**src/rtl/noc_route_pkg.sv**
```systemverilog
`default_nettype none
// ============================================================================
//  Module   : noc_route_pkg
//  Purpose  : Shared codes for the NoC route-computation stage: routing mode
//             selectors, output port codes, one-hot request bit positions,
//             wormhole flit type codes, FSM states and a port-to-request
//             helper.
//  Ports    : none (package)
//  Revision : 1.0  initial release
// ============================================================================
package noc_route_pkg;

  // Routing order selector for ROUTE_MODE.
  localparam int ROUTE_XY = 0;
  localparam int ROUTE_YX = 1;

  // Output port codes; 0 is reserved for "no port" while the stage is empty.
  localparam logic [2:0] c_port_none  = 3'd0;
  localparam logic [2:0] c_port_local = 3'd1;
  localparam logic [2:0] c_port_north = 3'd2;
  localparam logic [2:0] c_port_south = 3'd3;
  localparam logic [2:0] c_port_east  = 3'd4;
  localparam logic [2:0] c_port_west  = 3'd5;

  // Bit positions inside the one-hot request vector.
  localparam int c_req_local = 0;
  localparam int c_req_north = 1;
  localparam int c_req_south = 2;
  localparam int c_req_east  = 3;
  localparam int c_req_west  = 4;

  // Wormhole flit type codes.
  localparam logic [1:0] c_flit_body   = 2'b00;
  localparam logic [1:0] c_flit_tail   = 2'b01;
  localparam logic [1:0] c_flit_head   = 2'b10;
  localparam logic [1:0] c_flit_single = 2'b11;

  typedef enum logic [0:0] {
    ST_IDLE   = 1'b0,
    ST_PACKET = 1'b1
  } route_state_t;

  // One-hot arbiter request for a port code; unknown codes request nothing.
  function automatic logic [4:0] port_to_req(input logic [2:0] port);
    logic [4:0] r;
    r = '0;
    case (port)
      c_port_local: r[c_req_local] = 1'b1;
      c_port_north: r[c_req_north] = 1'b1;
      c_port_south: r[c_req_south] = 1'b1;
      c_port_east:  r[c_req_east]  = 1'b1;
      c_port_west:  r[c_req_west]  = 1'b1;
      default:      r = '0;
    endcase
    return r;
  endfunction

endpackage
`default_nettype wire

```
**src/rtl/route_calc.sv**
```systemverilog
`default_nettype none
// ============================================================================
//  Module   : route_calc
//  Purpose  : Combinational dimension-order route computation. Resolves the
//             signed relative {y, x} offset into an output port, a one-hot
//             arbiter request and the address after one hop.
//  Ports    : addr      in   {y, x} signed relative offsets
//             port      out  output port code (1 local .. 5 west)
//             req       out  one-hot request {west,east,south,north,local}
//             next_addr out  offset rewritten for the next router
//  Revision : 1.0  initial release
// ============================================================================
module route_calc
  import noc_route_pkg::*;
#(
  parameter int X_W        = 8,
  parameter int Y_W        = 8,
  parameter int ROUTE_MODE = ROUTE_XY
) (
  input  logic [X_W+Y_W-1:0] addr,
  output logic [2:0]         port,
  output logic [4:0]         req,
  output logic [X_W+Y_W-1:0] next_addr
);

  localparam logic [X_W-1:0] c_x_one = {{(X_W-1){1'b0}}, 1'b1};
  localparam logic [Y_W-1:0] c_y_one = {{(Y_W-1){1'b0}}, 1'b1};

  logic [X_W-1:0] w_x;
  logic [X_W-1:0] w_x_step;
  logic [Y_W-1:0] w_y;
  logic [Y_W-1:0] w_y_step;
  logic           w_x_nz;
  logic           w_y_nz;
  logic           w_x_first;

  assign w_x    = addr[X_W-1:0];
  assign w_y    = addr[X_W+Y_W-1:X_W];
  assign w_x_nz = |w_x;
  assign w_y_nz = |w_y;

  // One hop toward zero: negative offsets increment, positive ones
  // decrement, so neither direction can wrap (the most negative value
  // simply becomes one less negative).
  assign w_x_step = w_x[X_W-1] ? (w_x + c_x_one) : (w_x - c_x_one);
  assign w_y_step = w_y[Y_W-1] ? (w_y + c_y_one) : (w_y - c_y_one);

  generate
    if (ROUTE_MODE == ROUTE_YX) begin : g_yx_order
      assign w_x_first = 1'b0;
    end else begin : g_xy_order
      assign w_x_first = 1'b1;
    end
  endgenerate

  // X is resolved when it is the leading dimension, or when it is the
  // trailing one and Y has already reached zero.
  always_comb begin
    port      = c_port_local;
    next_addr = addr;
    if (w_x_nz && (w_x_first || !w_y_nz)) begin
      port      = w_x[X_W-1] ? c_port_west : c_port_east;
      next_addr = {w_y, w_x_step};
    end else if (w_y_nz) begin
      port      = w_y[Y_W-1] ? c_port_south : c_port_north;
      next_addr = {w_y_step, w_x};
    end
  end

  assign req = port_to_req(port);

endmodule
`default_nettype wire

```
**src/rtl/route_compute_stage.sv**
```systemverilog
`default_nettype none
// ============================================================================
//  Module   : route_compute_stage
//  Purpose  : Registered route-computation stage of the NoC router input
//             path. Routes head/single flits, locks the route for the rest
//             of the packet, and buffers through an output register plus a
//             one-entry skid register for full throughput under backpressure.
//  Ports    : clk, rst_n                  clock / async active-low reset
//             in_valid/in_ready           input handshake
//             in_type/in_addr/in_data     input flit
//             out_valid/out_ready         output handshake
//             out_type/out_addr/out_data  output flit (addr rewritten on heads)
//             out_port/out_req            routed port code / one-hot request
//             busy                        packet route currently locked
//             err                         one-cycle protocol violation pulse
//  Revision : 1.0  initial release
// ============================================================================
module route_compute_stage
  import noc_route_pkg::*;
#(
  parameter int X_W        = 8,
  parameter int Y_W        = 8,
  parameter int DATA_W     = 32,
  parameter int ROUTE_MODE = ROUTE_XY
) (
  input  logic               clk,
  input  logic               rst_n,
  input  logic               in_valid,
  output logic               in_ready,
  input  logic [1:0]         in_type,
  input  logic [X_W+Y_W-1:0] in_addr,
  input  logic [DATA_W-1:0]  in_data,
  output logic               out_valid,
  input  logic               out_ready,
  output logic [1:0]         out_type,
  output logic [X_W+Y_W-1:0] out_addr,
  output logic [DATA_W-1:0]  out_data,
  output logic [2:0]         out_port,
  output logic [4:0]         out_req,
  output logic               busy,
  output logic               err
);

  localparam int c_addr_w = X_W + Y_W;

  route_state_t        r_state;
  route_state_t        w_state_nx;

  logic                w_accept;
  logic                w_head_like;
  logic                w_ends;
  logic                w_drop;
  logic                w_violation;
  logic                w_push;
  logic                w_out_load;

  logic [2:0]          w_calc_port;
  logic [4:0]          w_calc_req;
  logic [c_addr_w-1:0] w_calc_addr;

  logic [2:0]          w_new_port;
  logic [4:0]          w_new_req;
  logic [c_addr_w-1:0] w_new_addr;

  logic [2:0]          r_lock_port;
  logic [4:0]          r_lock_req;
  logic                r_err;

  logic                r_out_valid;
  logic [1:0]          r_out_type;
  logic [c_addr_w-1:0] r_out_addr;
  logic [DATA_W-1:0]   r_out_data;
  logic [2:0]          r_out_port;
  logic [4:0]          r_out_req;

  logic                r_skid_valid;
  logic [1:0]          r_skid_type;
  logic [c_addr_w-1:0] r_skid_addr;
  logic [DATA_W-1:0]   r_skid_data;
  logic [2:0]          r_skid_port;
  logic [4:0]          r_skid_req;

  route_calc #(
    .X_W        (X_W),
    .Y_W        (Y_W),
    .ROUTE_MODE (ROUTE_MODE)
  ) u_route_calc (
    .addr      (in_addr),
    .port      (w_calc_port),
    .req       (w_calc_req),
    .next_addr (w_calc_addr)
  );

  // --------------------------------------------------------------------------
  // Flit classification
  // --------------------------------------------------------------------------
  assign in_ready    = !r_skid_valid;
  assign w_accept    = in_valid && in_ready;
  assign w_head_like = (in_type == c_flit_head) || (in_type == c_flit_single);
  assign w_ends      = (in_type == c_flit_tail) || (in_type == c_flit_single);

  // A body/tail with no open packet has no route to follow and is dropped.
  assign w_drop      = (r_state == ST_IDLE) && !w_head_like;
  assign w_violation = w_drop || ((r_state == ST_PACKET) && w_head_like);
  assign w_push      = w_accept && !w_drop;

  assign w_new_port  = w_head_like ? w_calc_port : r_lock_port;
  assign w_new_req   = w_head_like ? w_calc_req  : r_lock_req;
  assign w_new_addr  = w_head_like ? w_calc_addr : in_addr;

  // --------------------------------------------------------------------------
  // Packet FSM
  // --------------------------------------------------------------------------
  always_ff @(posedge clk or negedge rst_n) begin
    if (!rst_n) begin
      r_state <= ST_IDLE;
    end else begin
      r_state <= w_state_nx;
    end
  end

  // A single flit arriving mid-packet restarts the route and, being a tail
  // as well, closes the packet.
  always_comb begin
    w_state_nx = r_state;
    if (w_accept) begin
      case (r_state)
        ST_IDLE:   if (in_type == c_flit_head) w_state_nx = ST_PACKET;
        ST_PACKET: if (w_ends)                 w_state_nx = ST_IDLE;
        default:   w_state_nx = ST_IDLE;
      endcase
    end
  end

  assign busy = (r_state == ST_PACKET);

  // --------------------------------------------------------------------------
  // Route lock and error pulse
  // --------------------------------------------------------------------------
  always_ff @(posedge clk or negedge rst_n) begin
    if (!rst_n) begin
      r_lock_port <= c_port_none;
      r_lock_req  <= '0;
      r_err       <= 1'b0;
    end else begin
      r_err <= w_accept && w_violation;
      if (w_accept && w_head_like) begin
        r_lock_port <= w_calc_port;
        r_lock_req  <= w_calc_req;
      end
    end
  end

  assign err = r_err;

  // --------------------------------------------------------------------------
  // Output register + skid register
  // --------------------------------------------------------------------------
  // The output register reloads whenever it is empty or being drained. The
  // skid entry is older than any new input, so it always goes first; while
  // it is occupied in_ready is low, so no push can collide with it.
  assign w_out_load = !r_out_valid || out_ready;

  always_ff @(posedge clk or negedge rst_n) begin
    if (!rst_n) begin
      r_out_valid  <= 1'b0;
      r_out_type   <= '0;
      r_out_addr   <= '0;
      r_out_data   <= '0;
      r_out_port   <= c_port_none;
      r_out_req    <= '0;
      r_skid_valid <= 1'b0;
      r_skid_type  <= '0;
      r_skid_addr  <= '0;
      r_skid_data  <= '0;
      r_skid_port  <= c_port_none;
      r_skid_req   <= '0;
    end else if (w_out_load) begin
      if (r_skid_valid) begin
        r_out_valid  <= 1'b1;
        r_out_type   <= r_skid_type;
        r_out_addr   <= r_skid_addr;
        r_out_data   <= r_skid_data;
        r_out_port   <= r_skid_port;
        r_out_req    <= r_skid_req;
        r_skid_valid <= 1'b0;
      end else if (w_push) begin
        r_out_valid  <= 1'b1;
        r_out_type   <= in_type;
        r_out_addr   <= w_new_addr;
        r_out_data   <= in_data;
        r_out_port   <= w_new_port;
        r_out_req    <= w_new_req;
      end else begin
        // Port and request read as zero whenever nothing is presented.
        r_out_valid  <= 1'b0;
        r_out_port   <= c_port_none;
        r_out_req    <= '0;
      end
    end else if (w_push) begin
      r_skid_valid <= 1'b1;
      r_skid_type  <= in_type;
      r_skid_addr  <= w_new_addr;
      r_skid_data  <= in_data;
      r_skid_port  <= w_new_port;
      r_skid_req   <= w_new_req;
    end
  end

  assign out_valid = r_out_valid;
  assign out_type  = r_out_type;
  assign out_addr  = r_out_addr;
  assign out_data  = r_out_data;
  assign out_port  = r_out_port;
  assign out_req   = r_out_req;

endmodule
`default_nettype wire

```
**config.mk**
```make
export PLATFORM = sky130hd
export DESIGN_NAME = route_compute_stage
export DESIGN_NICKNAME = d
export VERILOG_FILES = /design/src/rtl/noc_route_pkg.sv /design/src/rtl/route_calc.sv /design/src/rtl/route_compute_stage.sv
export SDC_FILE = /design/constraint.sdc
export NUM_CORES = 1
export LEC_CHECK = 0
export ABC_AREA = 1
export CAP_MARGIN = 5
export CORE_MARGIN = 2
export CORE_UTILIZATION = 40
export DETAILED_ROUTE_END_ITERATION = 8
export DONT_BUFFER_PORTS = 1
export PLACE_DENSITY = 0.54
export SLEW_MARGIN = 20
export SYNTH_ARGS = -nofsm -noshare
export SYNTH_HDL_FRONTEND = slang
export SYNTH_HIERARCHICAL = 1
export SYNTH_SLANG_ARGS = --single-unit
```
**constraint.sdc**
```tcl
create_clock -name clk -period 1.8 [get_ports clk]
set_clock_uncertainty 0.1 [all_clocks]
set_input_delay 0.36 -clock clk [delete_from_list [all_inputs] [get_ports clk]]
set_output_delay 0.36 -clock clk [all_outputs]
set_load 0.005 [all_outputs]
```
==> results of run 1 <==
synthesized netlist by cell type, drive strengths merged (3+ instances only):
cell | n | area share (%)
buf | 27 | 2.3
o21ai | 94 | 7.0
nor2 | 44 | 3.1
nand2 | 443 | 25
a21oi | 19 | 1.4
nand3 | 32 | 2.4
clkbuf | 15 | 0.83
inv | 101 | 5.6
nand3b | 3 | 0.33
dfrtp | 128 | 47
ha | 15 | 2.8
timing repair:
action | 4_1_cts | 5_1_grt
hold endpoints to repair | 139 | 128
buffers inserted | 0 | 6
setup endpoints to repair | 0 | 5
gates resized for setup | 0 | 6
metrics by stage:
| step | instance area, um2 | util [%] | instances | setup WS, ns | setup TNS, ns |
|---|---|---|---|---|---|
| floorplan | 6840 | - | 934 | -0.0510 | -0.201 |
| CTS | 7860 | 47.4 | 1180 | 0.0398 | 0 |
| global placement | 7160 | 43.2 | 1138 | -0.338 | -6.10 |
| global route | 7960 | 48.0 | 1186 | 0.000279 | 0 |
| finish | 7960 | 48.0 | 1186 | 0.139 | 0 |
| detailed placement | 7160 | 43.2 | 1138 | -0.301 | -6.05 |
routing by layer:
layer	vias to the layer above	part of all wire, %
met1	2529	50
li1	2904	-
met2	136	43
met3	9	5.9
met4	0	0.75
met5	-	0
area by class of cell:
cell class | count | area (um2)
Inverter | 102 | 398
Sequential cell | 128 | 3200
Clock inverter | 11 | 138
Clock buffer | 21 | 460
Timing Repair Buffer | 42 | 403
Tap cell | 220 | 275
Fill cell | 1689 | 8620
Multi-Input combinational cell | 662 | 3080
registers in the layout, summed over array words and instances, names as in the netlist, 2 cells and up:
name and count:
r_skid_req 5, out_type 2, r_lock_req 5, out_data 32
out_port 3, out_addr 16, out_req 5, r_skid_data 32
r_lock_port 3, r_skid_addr 16, r_skid_port 3, r_skid_type 2
power by group through the flow:
stage / combinational [mW] / sequential [mW] / clock [mW]
5_1_grt: 1.99 / 4.33 / 3.70
3_3_place_gp: 1.60 / 4.26 / 0
4_1_cts: 1.66 / 4.23 / 3.58
3_5_place_dp: 1.63 / 4.27 / 0
2_1_floorplan: 1.28 / 4.10 / 0
6_report: 1.67 / 4.22 / 3.49
path summary, 6_finish.rpt:
check	end	depth (start not counted)
max in group asynchronous	r_lock_port[1]	0
setup / recovery	out_addr[15]	9
hold / removal	out_data[2]	0
min in group clk	r_skid_data[16]	2
hold reg to reg	r_lock_req[1]	2
setup reg to reg	out_addr[15]	9
cell families after synthesis:
family	share of synthesized area [%]
xor gates and xnor gates	0.259
DFF	47.3
and+or+nand+nor	31.6
adders and majority gates	3.36
AOI/OAI and AO/OA	8.62
buffers and inverters	8.86
critical path, cell delays in order (launching register included):
cell and delay, ns:
dfrtp_1 0.37, inv_1 0.09, ha_4 0.19, inv_1 0.06, a21oi_2 0.21, nor2_4 0.07
buf_12 0.14, buf_12 0.15, nand2_1 0.08, nand2_1 0.05
==> metrics.cfg, run 1 <==
[outcome]
outcome = finished with violations
violations_in_the_final_reports = negative hold slack

[grt]
global_route.usage.total_pct = 19.4
groute.layer.met3.usage_pct = 5.86
grt-ovfl-total = 0
gr-max-usage-layer = met2
grtUsageMet2_pct = 28.7
first_global_vias = 5254
met1_usage_grt_pct = 27.8
wire_length_of_the_first_global_routing_pass_um = 27500
antenna_found_initial = 0
largest_net_degree_at_the_start_of_global_routing = 129

[timing]
timing_hold_violations_final = 128
max_slew.worst_pin.slew_ns = 0.628
slew_violations = 0
timing.slew.headroom_pct = 58.2
clock.fmax_ghz = 0.602
holdWs_ns = -0.452
shortest_clock_period_the_worst_path_allows_after_layout_ns = 1.66
finalSetupViolations = 0
final_min_period_over_clock_period_pct = 92.3
rsz0062_at_grt = false

[setup_path]
r2r_setup_slack_ns = 0.14
start_point_of_the_critical_path = busy
cp_data_required_time_ns = 2.00
maximum_fanout_along_the_worst_path = 19
cp-end-kind = register
crit_arrival_ns = 1.86
worst-setup-path-type = reg -> reg
start_kind = register
worstReg2RegStart = busy

[die]
floorplan_row_count = 47
die-height_um = 134
fp.coreArea_um2 = 16600
initial_utilization_pct = 40.8
die_area_um2 = 18000
io_pins = 116
die_width_um = 134

[yosys]
syn_avg_cell_area_um2 = 7.25
synth-seq-cells = 128
syn_nets = 1005
yosys_warnings = 6
yosysUniqueCellTypes = 30
postSynth.asyncResetShare_pct = 100
ys_seq_area_share_pct = 47.3
syn_inst = 934
ys.flop_type = dfrtp_1
synth_edf_count = 0
syn-cell-area_um2 = 6770

[final_layout]
finish.net_count = 1024
final_cell_mix = 437 x nand2_1, 127 x dfrtp_1, 96 x inv_1, 71 x o21ai_0, 37 x nor2_1
final_layout_size_suffix_gt1_share_pct = 9.94
mostFrequentLayoutCell = nand2_1
syn2layout_area_growth_pct = 17.7
diodes = 0

[clocking]
clock_insertion_delay_at_the_later_pin_of_the_skew_report_ns = 0.42
cts_tree = done
cts-buffers-inserted = 17
clock_path_buffers = 2
ctsHoldBuffers = 10
clkTransAtPathRegs_ns = 0.05
htree_num_levels = 4
clk_tree_root_cell = clkbuf_16
clkSinkCount = 128

[power]
net_switching_share_of_the_total_power_pct = 29.6
p_comb_share_pct = 17.8
intPower_mw = 6.61
sequentialPowerShare_pct = 45.0
max-vdd-ir-drop_mv = 0.774
cell_area_power_density_nw_per_um2 = 1180
switching_power_mw = 2.78
power_frac_clock_pct = 37.2
p_leak_nw = 4.34
report.power.total_mw = 9.39

[route]
drt_wl_total_um = 16500
dr_total_vias = 5578
drt_pass1_iterations = 4
post_drt_via_cell_ratio = 4.70
avgRoutedWirePerCell_um = 13.9
drc = 0
detailedRoute.firstIterationViolations = 295
ant_nets = 0

[hold_path]
worst_hold_path_type = in -> async

[placed_design]
routabilityCongestion = 0.870
place_hpwl_um = 10900
io_buffer_count = 0

[flow_run]
cap_viol_max_count = 0

(Power assumes the default switching activity.)
==> run 2, diff against run 1 <==
--- a/config.mk
+++ b/config.mk
@@ -7,12 +7,13 @@
 export LEC_CHECK = 0
 export ABC_AREA = 1
 export CAP_MARGIN = 5
+export CELL_PAD_IN_SITES_DETAIL_PLACEMENT = 1
+export CELL_PAD_IN_SITES_GLOBAL_PLACEMENT = 1
 export CORE_MARGIN = 2
 export CORE_UTILIZATION = 40
 export DETAILED_ROUTE_END_ITERATION = 8
 export DONT_BUFFER_PORTS = 1
-export PLACE_DENSITY = 0.54
-export SLEW_MARGIN = 20
+export PLACE_DENSITY = 0.71
 export SYNTH_ARGS = -nofsm -noshare
 export SYNTH_HDL_FRONTEND = slang
 export SYNTH_HIERARCHICAL = 1
==> run 2 against run 1 <==
The flow still finishes with violations (negative hold slack). Non-clock buffer count shrank 7. Routed wire length grew 13%. Combinational power increased by 5%. Sequential power barely moved. Critical path type is now reg -> out. Largest cell class unchanged. Largest power group unchanged.
==> metrics.cfg, run 2 (same netlist as run 1, synthesis figures left out) <==
[outcome]
outcome = finished with violations
violations_in_the_final_reports = negative hold slack

[grt]
met1_usage_grt_pct = 28.0
grt-ovfl-total = 0
wire_length_of_the_first_global_routing_pass_um = 30600
global_route.usage.total_pct = 21.4
groute.layer.met3.usage_pct = 4.61
gr-max-usage-layer = met2
first_global_vias = 6067
grtUsageMet2_pct = 35.9
largest_net_degree_at_the_start_of_global_routing = 129
antenna_found_initial = 0

[setup_path]
cp_data_required_time_ns = 1.34
critPathSlowestCell = dfrtp_2
start_kind = register
cp_cell_sequence = buf_8 -> inv_4 -> buf_12
r2r_setup_slack_ns = 0.08
cp_num_buf_inv = 3
timing.critical_path.slowest_cell_delay_ns = 0.45
worst-setup-path-type = reg -> out
cp_top_family = flip-flops
crit_arrival_ns = 1.30
maximum_fanout_along_the_worst_path = 24
cp-end-kind = output pin

[power]
cell_area_power_density_nw_per_um2 = 1210
p_leak_nw = 4.33
max-vdd-ir-drop_mv = 0.672

[timing]
finalSetupViolations = 0
slew_violations = 0
worst_case_setup_margin_in_the_final_layout_ns = 0.0363
holdWs_ns = -0.463
clock.fmax_ghz = 0.567
max_slew.worst_pin.slew_ns = 0.745
timing.slew.headroom_pct = 50.2
timing_hold_violations_final = 128
shortest_clock_period_the_worst_path_allows_after_layout_ns = 1.76
rsz0062_at_grt = true
final_min_period_over_clock_period_pct = 98.0

[final_layout]
final_cell_mix = 438 x nand2_1, 127 x dfrtp_1, 95 x inv_1, 71 x o21ai_0, 37 x nor2_1
fin_cells = 1182
mostFrequentLayoutCell = nand2_1
diodes = 0
final_layout_size_suffix_gt1_share_pct = 10.3
fill_cells = 2081
final_core_utilization_pct = 48.0
syn2layout_area_growth_pct = 17.5
finish.net_count = 1020

[clocking]
cts_tree = done
clock_insertion_delay_at_the_later_pin_of_the_skew_report_ns = 0.41
clkSinkCount = 128
clkTransAtPathRegs_ns = 0.05
clock_path_buffers = 2
ctsHoldBuffers = 3
htree_num_levels = 4
cts-buffers-inserted = 17
clk_tree_root_cell = clkbuf_16

[route]
ant_nets = 0
detailedRoute.firstIterationViolations = 304
drt_wl_total_um = 18700
dr_total_vias = 5803
post_drt_via_cell_ratio = 4.91
drt_pass1_iterations = 5
avgRoutedWirePerCell_um = 15.8
drc = 0

[die]
die_width_um = 134
die-height_um = 134
die_area_um2 = 18000
floorplan_row_count = 47
io_pins = 116
fp.coreArea_um2 = 16600
initial_utilization_pct = 40.8

[placed_design]
routabilityCongestion = 0.887
place_hpwl_um = 12400
dpl_worst_slack_ns = -0.345
placedCellCount = 1142
io_buffer_count = 0

[flow_run]
cap_viol_max_count = 0

[hold_path]
worst_hold_path_type = in -> async

-- run 2: cell types whose count changed in the layout (fill, tap and decap cells not counted), sizes merged --
cell / change
clkinv: +1
nor2: +2
clkinvlp: -1
dlygate4sd3: -7
bufinv: +1
-- run 2: what timing repair did --
item / CTS / global route
hold endpoints to repair: 131 / 128
endpoints found under the setup margin: 51 / 44
pin swaps: 0 / 8
resized for setup: 4 / 11
cloned: 1 / 2
buffers inserted: 0 / 2
-- run 2: final timing paths --
check,startpoint,end,cells past startpoint
setup / recovery,r_skid_valid,in_ready,3
setup reg to reg,busy,out_data[30],7
max in group asynchronous,rst_n,r_skid_valid,0
hold / removal,rst_n,out_data[2],0
hold reg to reg,r_skid_port[1],r_skid_port[1],2
min in group clk,in_data[16],r_skid_data[16],2
-- run 2: final cells by class --
type | count | area [um2] | area share [%]
clock buffers | 21 | 460 | 5.79
clock inverters | 11 | 161 | 2.03
inverters | 102 | 398 | 5.00
multi-input cells | 664 | 3120 | 39.2
flip-flops and latches | 128 | 3200 | 40.3
well taps | 220 | 275 | 3.46
repair buffers | 35 | 332 | 4.17
repair inverters | 1 | 5.00 | 0.0629
-- run 2: routing by layer --
layer | wire length [um] | share of wire, %
met1 | 8770 | 47
met2 | 8900 | 48
met3 | 740 | 4.0
met4 | 269 | 1.4
met5 | 0 | 0
-- run 2: stage by stage --
stage | setup TNS (ns) | area (um2) | power (mW)
3_5_place_dp | -15.06 | 7160 | 5.95
4_1_cts | 0 | 7840 | 9.68
5_1_grt | -0.0835 | 7960 | 10.2
6_report | 0 | 7960 | 9.61
3_3_place_gp | -11.84 | 7160 | 5.84
2_1_floorplan | -0.201 | 6840 | 5.38
-- run 2: report_power, final --
part / internal (mW) / leakage (nW) / switching [mW] / total [mW]
combinational: 0.690 / 2.42 / 1.06 / 1.75
sequential: 3.68 / 1.60 / 0.554 / 4.23
clock: 2.38 / 0.307 / 1.26 / 3.63
-- run 2: worst reg2reg max path: cells and delay by family (launching register included) --
kind / cells / cell delay, ns
compound gates: 1 / 0.09
fa+ha+maj: 1 / 0.16
buf+inv: 2 / 0.13
flops: 1 / 0.35
simple gates: 3 / 0.83
==> run 3, diff against run 2 <==
--- a/config.mk
+++ b/config.mk
@@ -14,6 +14,7 @@
 export DETAILED_ROUTE_END_ITERATION = 8
 export DONT_BUFFER_PORTS = 1
 export PLACE_DENSITY = 0.71
+export SKIP_CTS_REPAIR_TIMING = 1
 export SYNTH_ARGS = -nofsm -noshare
 export SYNTH_HDL_FRONTEND = slang
 export SYNTH_HIERARCHICAL = 1
==> constraint.sdc (replaced) <==
create_clock -name clk -period 1.8 [get_ports clk]
set_clock_uncertainty 0.1 [all_clocks]
set_input_delay 0.36 -clock clk [delete_from_list [all_inputs] [get_ports clk]]
set_output_delay 0.36 -clock clk [all_outputs]
set_load 0.1 [all_outputs]
==> run 3 against run 2 <==
The flow still finishes with violations (negative hold slack). Via count increased by 5.0%. Sequential power fell by 4%. Die area did not move. Count of clock-buffer cells in the layout shrank 2. Sequential share of layout area is 1.8 points lower. Sequential cell count did not move. Worst hold slack gained 0.0020 ns.
==> metrics.cfg, run 3 (same netlist as run 1, synthesis figures left out) <==
[clocking]
clkTransAtPathRegs_ns = 0.06
clock_path_buffers = 2
clkSinkCount = 128
clk_tree_root_cell = clkbuf_16
cts-buffers-inserted = 17
htree_num_levels = 4
cts_tree = done
clock_insertion_delay_at_the_later_pin_of_the_skew_report_ns = 0.42

[final_layout]
fin_cells = 1236
diodes = 0
fill_cells = 2102
syn2layout_area_growth_pct = 23.3
mostFrequentLayoutCell = nand2_1
final_cell_mix = 435 x nand2_1, 125 x dfrtp_1, 96 x inv_1, 85 x buf_4, 71 x o21ai_0
finish.net_count = 1074
final_layout_size_suffix_gt1_share_pct = 16.1

[power]
max-vdd-ir-drop_mv = 0.796
report.power.total_mw = 12.7
net_switching_share_of_the_total_power_pct = 45.5
cell_area_power_density_nw_per_um2 = 1520
sequentialPowerShare_pct = 32.0
p_comb_share_pct = 41.4
power_frac_clock_pct = 26.6
p_leak_nw = 4.60
switching_power_mw = 5.76
intPower_mw = 6.90

[timing]
final_min_period_over_clock_period_pct = 94.5
timing.slew.headroom_pct = 68.2
clock.fmax_ghz = 0.588
worst_case_setup_margin_in_the_final_layout_ns = 0.0983
slew_violations = 0
shortest_clock_period_the_worst_path_allows_after_layout_ns = 1.70
timing_hold_violations_final = 128
rsz0062_at_grt = true
max_slew.worst_pin.slew_ns = 0.477
finalSetupViolations = 0
holdWs_ns = -0.461

[outcome]
violations_in_the_final_reports = negative hold slack
outcome = finished with violations

[die]
fp.coreArea_um2 = 16600
die-height_um = 134
io_pins = 116
initial_utilization_pct = 40.8
floorplan_row_count = 47
die_area_um2 = 18000
die_width_um = 134

[route]
avgRoutedWirePerCell_um = 15.5
dr_total_vias = 6095
routed-wl-met2_um = 9360
drt_wl_total_um = 19100
ant_nets = 0
drt_pass1_iterations = 5
met1_length_um = 8740
wl_met3_um = 834
route.top_layer_used = met4
drc = 0
detailedRoute.firstIterationViolations = 256
post_drt_via_cell_ratio = 4.93

[placed_design]
routabilityCongestion = 0.857
io_buffer_count = 0
place_hpwl_um = 13000
dpl_worst_slack_ns = -0.296
placedCellCount = 1200

[grt]
antenna_found_initial = 0
first_global_vias = 6166
wire_length_of_the_first_global_routing_pass_um = 31400
grt-ovfl-total = 0
largest_net_degree_at_the_start_of_global_routing = 129
global_route.usage.total_pct = 22.0

[setup_path]
r2r_setup_slack_ns = 0.1
worstReg2RegStart = busy
worstRegToRegCells = 8
cp_data_required_time_ns = 1.99
reg2reg_to = out_addr[12]
crit_arrival_ns = 1.90
cp-end-kind = register
start_kind = register
maximum_fanout_along_the_worst_path = 34
worst-setup-path-type = reg -> reg

[flow_run]
cap_viol_max_count = 0

[hold_path]
worst_hold_path_type = in -> async

-- run 3: cell types whose count changed in the layout (fill, tap and decap cells not counted), moves of 2 or more --
cell	delta
dlygate4sd3_1	-3
dfrtp_1	-2
nand2_1	-3
nor2_4	-2
bufinv_16	-2
nand2_2	+3
clkinv_4	+3
buf_12	+2
buf_4	+59
a21oi_2	+2
nand3_2	+2
nand3_1	-2
-- run 3: layout make-up --
type,instances,area [um2],area share [%]
clock inverters,13,139,1.66
multi-input cells,662,3110,37.3
well taps,220,275,3.30
inverters,102,398,4.77
repair buffers,92,769,9.22
clock buffers,19,443,5.31
flip-flops and latches,128,3210,38.5
-- run 3: worst max path at each step --
stage                           start      endpoint  slack, ns  depth (start not counted)
final                            busy  out_addr[12]        0.1                          8
after global routing       in_addr[7]  out_addr[14]      -0.02                         15
after CTS                        busy  out_addr[12]       0.09                          8
after detailed placement  in_addr[15]  out_addr[14]      -0.30                         14
after global placement    in_addr[15]  out_addr[15]      -0.20                         14
after floorplan           in_addr[15]  out_addr[15]      -0.06                         14
-- run 3: through the flow --
step / utilization, % / TNS (ns) / cell area, um2
after global placement: 46.1 / -3.79 / 7640
final: 50.3 / 0 / 8340
after floorplan: - / -0.305 / 6850
after global routing: 50.3 / -0.0292 / 8340
after detailed placement: 46.1 / -5.79 / 7640
after CTS: 49.6 / 0 / 8220
-- run 3: power by group through the flow --
stage	Sequential [mW]	Clock (mW)	Combinational, mW
final	4.05	3.37	5.24
after global routing	4.13	3.56	5.59
after CTS	4.05	3.45	5.25
after detailed placement	4.09	0	5.21
after global placement	4.04	0	5.10
after floorplan	6.78	0	1.30
-- run 3: worst max-delay path: stages (launching register included) --
cell,delay [ns]
dfrtp_4,0.47
inv_1,0.10
ha_4,0.18
inv_1,0.06
a21oi_2,0.22
nor2_4,0.06
buf_12,0.18
nand2_1,0.13
nand2_1,0.07
-- run 3: metal layers --
metal	track usage, %	vias up
li1	-	3003
met2	35.6	128
met5	0	-
met1	29.7	2948
met4	6.20	0
met3	4.95	16
